## src/rtl/booth_multiplier_pkg.sv

```systemverilog
`default_nettype none
// +------------------------------------------------------------------------+
// | Module : booth_multiplier_pkg                                          |
// | Brief  : Shared constants, state encodings and Booth decode codes for  |
// |          the iterative radix-2 Booth multiplier.                       |
// | Ports  : none (package)                                                |
// | Rev    : 1.0  initial release                                          |
// +------------------------------------------------------------------------+
package booth_multiplier_pkg;

  localparam int DATA_WIDTH = 32;
  // Booth steps per multiply; one step retires one multiplier bit.
  localparam int ITER       = DATA_WIDTH;

  localparam logic [1:0] ST_IDLE = 2'd0;
  localparam logic [1:0] ST_RUN  = 2'd1;
  localparam logic [1:0] ST_DONE = 2'd2;

  typedef enum logic [1:0] {
    IDLE = ST_IDLE,
    RUN  = ST_RUN,
    DONE = ST_DONE
  } state_e;

  typedef enum logic [1:0] {
    BOOTH_NOP = 2'd0,
    BOOTH_ADD = 2'd1,
    BOOTH_SUB = 2'd2
  } booth_op_e;

  localparam logic [4:0] ALU_OPC_ADD = 5'b00000;
  localparam logic [4:0] ALU_OPC_SUB = 5'b00001;

  // Radix-2 Booth recoding of {Q[i], Q[i-1]}.
  function automatic booth_op_e booth_decode(input logic [1:0] bits);
    booth_op_e op;
    case (bits)
      2'b01:   op = BOOTH_ADD;
      2'b10:   op = BOOTH_SUB;
      default: op = BOOTH_NOP;
    endcase
    return op;
  endfunction

endpackage
`default_nettype wire

```

## src/rtl/adder_subtractor.sv

```systemverilog
`default_nettype none
// +------------------------------------------------------------------------+
// | Module : adder_subtractor                                              |
// | Brief  : 32-bit two's-complement adder/subtractor with signed overflow.|
// | Ports  : data_operandA/B [31:0] in, ctrl_ALUopcode [4:0] in            |
// |          (bit 0 set = subtract), data_result [31:0] out, overflow out. |
// | Rev    : 1.0  initial release                                          |
// +------------------------------------------------------------------------+
module adder_subtractor (
  input  logic [31:0] data_operandA,
  input  logic [31:0] data_operandB,
  input  logic [4:0]  ctrl_ALUopcode,
  output logic [31:0] data_result,
  output logic        overflow
);

  logic        w_sub;
  logic [31:0] w_b_eff;
  logic [31:0] w_sum;

  assign w_sub   = ctrl_ALUopcode[0];
  // Subtraction as A + ~B + 1.
  assign w_b_eff = data_operandB ^ {32{w_sub}};
  assign w_sum   = data_operandA + w_b_eff + {31'd0, w_sub};

  assign data_result = w_sum;
  assign overflow    = (data_operandA[31] == w_b_eff[31]) && (w_sum[31] != data_operandA[31]);

  // Upper opcode bits select other ALU functions elsewhere; unused here.
  logic w_unused_opc;
  assign w_unused_opc = ^ctrl_ALUopcode[4:1];

endmodule
`default_nettype wire

```

## src/rtl/booth_multiplier.sv

```systemverilog
`default_nettype none
// +------------------------------------------------------------------------+
// | Module : booth_multiplier                                              |
// | Brief  : Iterative radix-2 Booth signed multiplier, 32 steps/multiply. |
// |          Returns the low 32 product bits plus a signed-overflow flag.  |
// | Ports  : clock, reset (sync, active-low), ctrl_MULT (start),           |
// |          data_operandA (M), data_operandB (Q), data_result [31:0],     |
// |          data_exception, data_resultRDY (1-cycle pulse), busy.         |
// | Config : `define MULT_RESTART_EN lets ctrl_MULT during RUN abort and    |
// |          restart with fresh operands; otherwise it is ignored.         |
// | Rev    : 1.0  initial release                                          |
// +------------------------------------------------------------------------+
module booth_multiplier
  import booth_multiplier_pkg::*;
#(
  // Only 32 is supported: the shared adder_subtractor is fixed-width.
  parameter int WIDTH = 32
) (
  input  logic             clock,
  input  logic             reset,
  input  logic             ctrl_MULT,
  input  logic [WIDTH-1:0] data_operandA,
  input  logic [WIDTH-1:0] data_operandB,
  output logic [WIDTH-1:0] data_result,
  output logic             data_exception,
  output logic             data_resultRDY,
  output logic             busy
);

`ifdef MULT_RESTART_EN
  localparam bit RESTART_EN = 1'b1;
`else
  localparam bit RESTART_EN = 1'b0;
`endif

  state_e      state_q,  state_d;
  logic [5:0]  count_q,  count_d;
  logic [31:0] m_q,      m_d;
  // {HI[31:0], LO[31:0], q_m1}
  logic [64:0] p_q,      p_d;
  logic [31:0] result_q, result_d;
  logic        exc_q,    exc_d;

  booth_op_e   booth_op;
  logic [4:0]  alu_opcode;
  logic [31:0] alu_sum;
  logic        alu_ovf;
  logic [31:0] hi_sel;
  logic        shift_msb;
  logic [64:0] step_p;
  logic        load;

  adder_subtractor u_adder_subtractor (
    .data_operandA  (p_q[64:33]),
    .data_operandB  (m_q),
    .ctrl_ALUopcode (alu_opcode),
    .data_result    (alu_sum),
    .overflow       (alu_ovf)
  );

  always_comb begin
    state_d    = state_q;
    count_d    = count_q;
    m_d        = m_q;
    p_d        = p_q;
    result_d   = result_q;
    exc_d      = exc_q;

    booth_op   = booth_decode(p_q[1:0]);
    alu_opcode = (booth_op == BOOTH_SUB) ? ALU_OPC_SUB : ALU_OPC_ADD;
    hi_sel     = (booth_op == BOOTH_NOP) ? p_q[64:33] : alu_sum;
    // XOR with overflow recovers the true sign of the 33-bit sum, which
    // matters when M = 0x80000000 and HI - M leaves the 32-bit range.
    shift_msb  = (booth_op == BOOTH_NOP) ? hi_sel[31] : (hi_sel[31] ^ alu_ovf);
    step_p     = {shift_msb, hi_sel, p_q[32:1]};

    load = ctrl_MULT && ((state_q != RUN) || RESTART_EN);

    if (load) begin
      m_d     = data_operandA;
      p_d     = {32'd0, data_operandB, 1'b0};
      count_d = 6'd0;
      state_d = RUN;
    end else begin
      case (state_q)
        RUN: begin
          p_d     = step_p;
          count_d = count_q + 6'd1;
          if (count_q == 6'(ITER - 1)) begin
            count_d  = 6'd0;
            state_d  = DONE;
            result_d = step_p[32:1];
            exc_d    = (step_p[64:33] != {32{step_p[32]}});
          end
        end
        default: state_d = IDLE;
      endcase
    end
  end

  always_ff @(posedge clock) begin
    if (!reset) begin
      state_q  <= IDLE;
      count_q  <= 6'd0;
      m_q      <= 32'd0;
      p_q      <= 65'd0;
      result_q <= 32'd0;
      exc_q    <= 1'b0;
    end else begin
      state_q  <= state_d;
      count_q  <= count_d;
      m_q      <= m_d;
      p_q      <= p_d;
      result_q <= result_d;
      exc_q    <= exc_d;
    end
  end

  assign data_result    = result_q;
  assign data_exception = exc_q;
  assign data_resultRDY = (state_q == DONE);
  assign busy           = (state_q == RUN);

endmodule
`default_nettype wire

```

## config.mk

```make
export PLATFORM = sky130hd
export DESIGN_NAME = booth_multiplier
export DESIGN_NICKNAME = d
export VERILOG_FILES = /design/src/rtl/booth_multiplier_pkg.sv /design/src/rtl/adder_subtractor.sv /design/src/rtl/booth_multiplier.sv
export SDC_FILE = /design/constraint.sdc
export NUM_CORES = 1
export LEC_CHECK = 0
export ABC_AREA = 1
export CAP_MARGIN = 20
export CORE_MARGIN = 4
export CORE_UTILIZATION = 44
export DETAILED_ROUTE_END_ITERATION = 10
export PLACE_DENSITY_LB_ADDON = 0.08
export SYNTH_ARGS = -nofsm -noshare
export SYNTH_HDL_FRONTEND = slang
export SYNTH_SLANG_ARGS = --single-unit
```

## constraint.sdc

```tcl
create_clock -name clock -period 7.3 [get_ports clock]
set_input_delay 1.46 -clock clock [delete_from_list [all_inputs] [get_ports clock]]
set_output_delay 1.46 -clock clock [all_outputs]
set_load 0.005 [all_outputs]
```

==> flow_summary.yaml <==
placed_design:
  gp_congestion: 0.9070
  io_buffers: 101
  dp_hpwl_mm: 18.21
  place_area_um2: 9930
  pre_cts_slack_ns: 2.489
critical_path:
  r2r_start: "p_q[1]$_SDFFE_PN0P_"
  worst_ep_arrival_time_ns: 4.33
  critPathLaunchType: "register"
  cp_data_required_time_ns: 7.61
  crit_type: "reg -> reg"
  critical_path.max_fanout: 32
  endpoint_kind: "register"
  crit_path_start: "p_q[1]$_SDFFE_PN0P_"
cts:
  cts_resized: 0
  clk_pin_slew_worst_paths_ns: 0.06
  htreeDepth: 4
  cts.sinks: 138
  holdBufCountCts: 0
  clkLatencyLatePin_ns: 0.42
  cts_made_buffers: 17
  root_buffer: "clkbuf_16"
  clock_path_buffers: 2
  cts_tree: "yes"
  post_cts_buffers: 0
floorplanning:
  core_area_um2: 19590
  num_io_pins: 102
  row_count: 51
  die_w_um: 149.4
  die_h_um: 149.4
  die_area_um2: 22330
  start_util: 0.4493
route:
  vias_per_cell: 4.951
  highest_layer: "met4"
  vias: 8684
  drt_wl_total_mm: 25.10
  wl_met1_mm: 12.32
  dr_wl_met3_mm: 1.679
  firstDrtPassIters: 5
  dr_wl_met2_mm: 10.86
  drt_iter0_markers: 513
  ant_nets: 0
  wire_per_inst_um: 14.31
  drc_errors: 0
sta:
  fmax_ghz: 0.2491
  hold_viol_final: 0
  maxSlewViolCount: 0
  fin_skew_ns: 0.008364
  worst_pin_slew_ns: 1.005
  finalCritPeriodShare: 0.5498
  fin_setup_tns_ns: 0
  final.min_clock_period_ns: 4.014
  hold_slack_ns: 0.4676
  finalSetupViolations: 0
  slew_headroom: 0.3292
  rsz0062_at_grt: "no"
  layout_setup_ws_ns: 3.286
logic_synthesis:
  synth_area_leaders: "dfxtp_1 31%, nand2_1 14%, inv_1 9.6%, o21ai_0 9.3%, nand3_1 6.4%"
  synth_common_cells: "328 x nand2_1, 226 x inv_1, 163 x o21ai_0, 138 x dfxtp_1, 126 x nor2_1"
  yosysMostFrequentCell: "nand2_1"
  synth_area_um2: 8801
  syn_nets: 1506
  synth_cell_types: 40
  synth_seq_cells: 138
  synth-seq-area-share: 0.3139
  synth_cells: 1406
  yosys.area.top_type: "dfxtp_1"
  synth_warnings: 0
  avgSynthCellArea_um2: 6.260
  synth_edf_count: 0
  synth.top_cell.area_share: 0.3139
  async_flop_share: 0
  synth_ff_type: "dfxtp_1"
worst_hold_path:
  worstHoldStart: "p_q[0]$_SDFFE_PP0P_"
  hp-class: "reg -> reg"
run:
  max_cap_viol_count: 0
grt:
  grtUsageTotal: 0.2268
  grt_pass1_vias: 8069
  grt_pass1_wl_mm: 40.94
  antenna_found_initial: 0
  grt_max_degree: 98
  overflow: 0
finish:
  nNetsFinal: 1576
  antennaDiodeCount: 0
  final_core_util: 0.5370
  design_area_um2: 10520
  num-fill-cells: 2059
  drive_gt1_frac: 0.06917
  synthToLayoutAreaGrowth_pct: 19.53
outcome:
  status: "finished, final reports clean"
power:
  powerDensity_nw_per_um2: 198.9
  peakVddDrop_mv: 0.1164
  p_leak_uw: 0.005114
[report_power, final]
| group | leakage [uW] | total (uW) | switching [uW] | internal, uW |
|---|---|---|---|---|
| combinational | 0.00370 | 443 | 280 | 162 |
| clock | 0.000282 | 840 | 336 | 505 |
| sequential | 0.00113 | 810 | 21.0 | 789 |
[per-layer routing]
metal,vias up,track usage
met4,0,0.04485
met5,-,0
li1,4577,-
met1,3880,0.3232
met3,19,0.05360
met2,208,0.3527
[final cells by class]
type | instances | area (um2) | area share
clock buffer | 22 | 484.2 | 0.04603
clock inverter | 10 | 91.34 | 0.008682
inverter | 235 | 882.1 | 0.08385
multi-input combinational | 975 | 4895 | 0.4653
sequential | 138 | 2763 | 0.2626
tap | 265 | 331.6 | 0.03152
timing repair buffer | 109 | 1074 | 0.1020
[worst paths after layout]
path	end	cells after the start	slack, ns
max	data_exception$_SDFFE_PN0P_	21	3.29
min	p_q[0]$_SDFFE_PP0P_	2	0.47
max reg2reg	data_exception$_SDFFE_PN0P_	21	3.29
min reg2reg	p_q[0]$_SDFFE_PP0P_	2	0.47
[cell families after synthesis]
| family | share of synthesized area |
|---|---|
| compound gates | 0.1356 |
| xor+xnor | 0.03583 |
| fa+ha+maj | 0.04777 |
| buf+inv | 0.1302 |
| flops | 0.3139 |
| simple gates | 0.3367 |
[layout by cell type, fill, tap and decap left out, types with 2 or more instances in the layout]
cell	netlist	final
dfxtp_1	138	138
nor2_1	126	126
xnor2_1	4	4
nand3_1	112	112
nor2_2	6	6
ha_1	32	31
o21ai_1	2	2
nor3_1	38	38
o211ai_1	4	4
and2_1	2	2
or2_2	14	14
o21bai_1	4	4
nand2_1	328	328
nand3b_1	2	2
clkbuf_8	3	4
clkinv_2	0	4
clkinvlp_4	0	2
clkbuf_16	0	17
clkdlybuf4s50_1	0	100
a21oi_1	51	51
clkinv_4	0	2
nor2_4	2	2
nor3_2	4	4
buf_4	2	7
nand4_1	13	13
xor2_1	32	32
inv_1	226	225
nand3_2	7	7
inv_2	9	10
o21a_1	2	2
nand2_2	17	17
o21ai_0	163	163
o22ai_1	2	2
[through the flow]
step	std cells	total power (uW)
2_1_floorplan	1406	1135
3_3_place_gp	1721	1260
3_5_place_dp	1721	1264
4_1_cts	1753	2105
5_1_grt	1754	2201
6_report	1754	2093
[worst max-delay path, stage by stage (launching register included)]
cell and delay (ns):
dfxtp_1 0.38, ha_2 0.85, nand2_1 0.16, nand2_2 0.14
inv_1 0.07, fa_1 0.49, o21bai_1 0.49, nand2_1 0.17
nand2_2 0.11, nand2_1 0.12, nand2_1 0.09, nand2_1 0.06
nand2_1 0.07, nand2_1 0.08, nand2_2 0.10, nand2_1 0.06
nor2_2 0.08, nand3_1 0.07, nand2_1 0.11, nand3_1 0.10
nand2_1 0.07, inv_1 0.03
[sequential cells by signal, summed over array words and instances (netlist names)]
register	flops
data_result	32
count_q	6
state_q	2
p_q	65
m_q	32
data_exception	1
(Power assumes the default switching activity.)
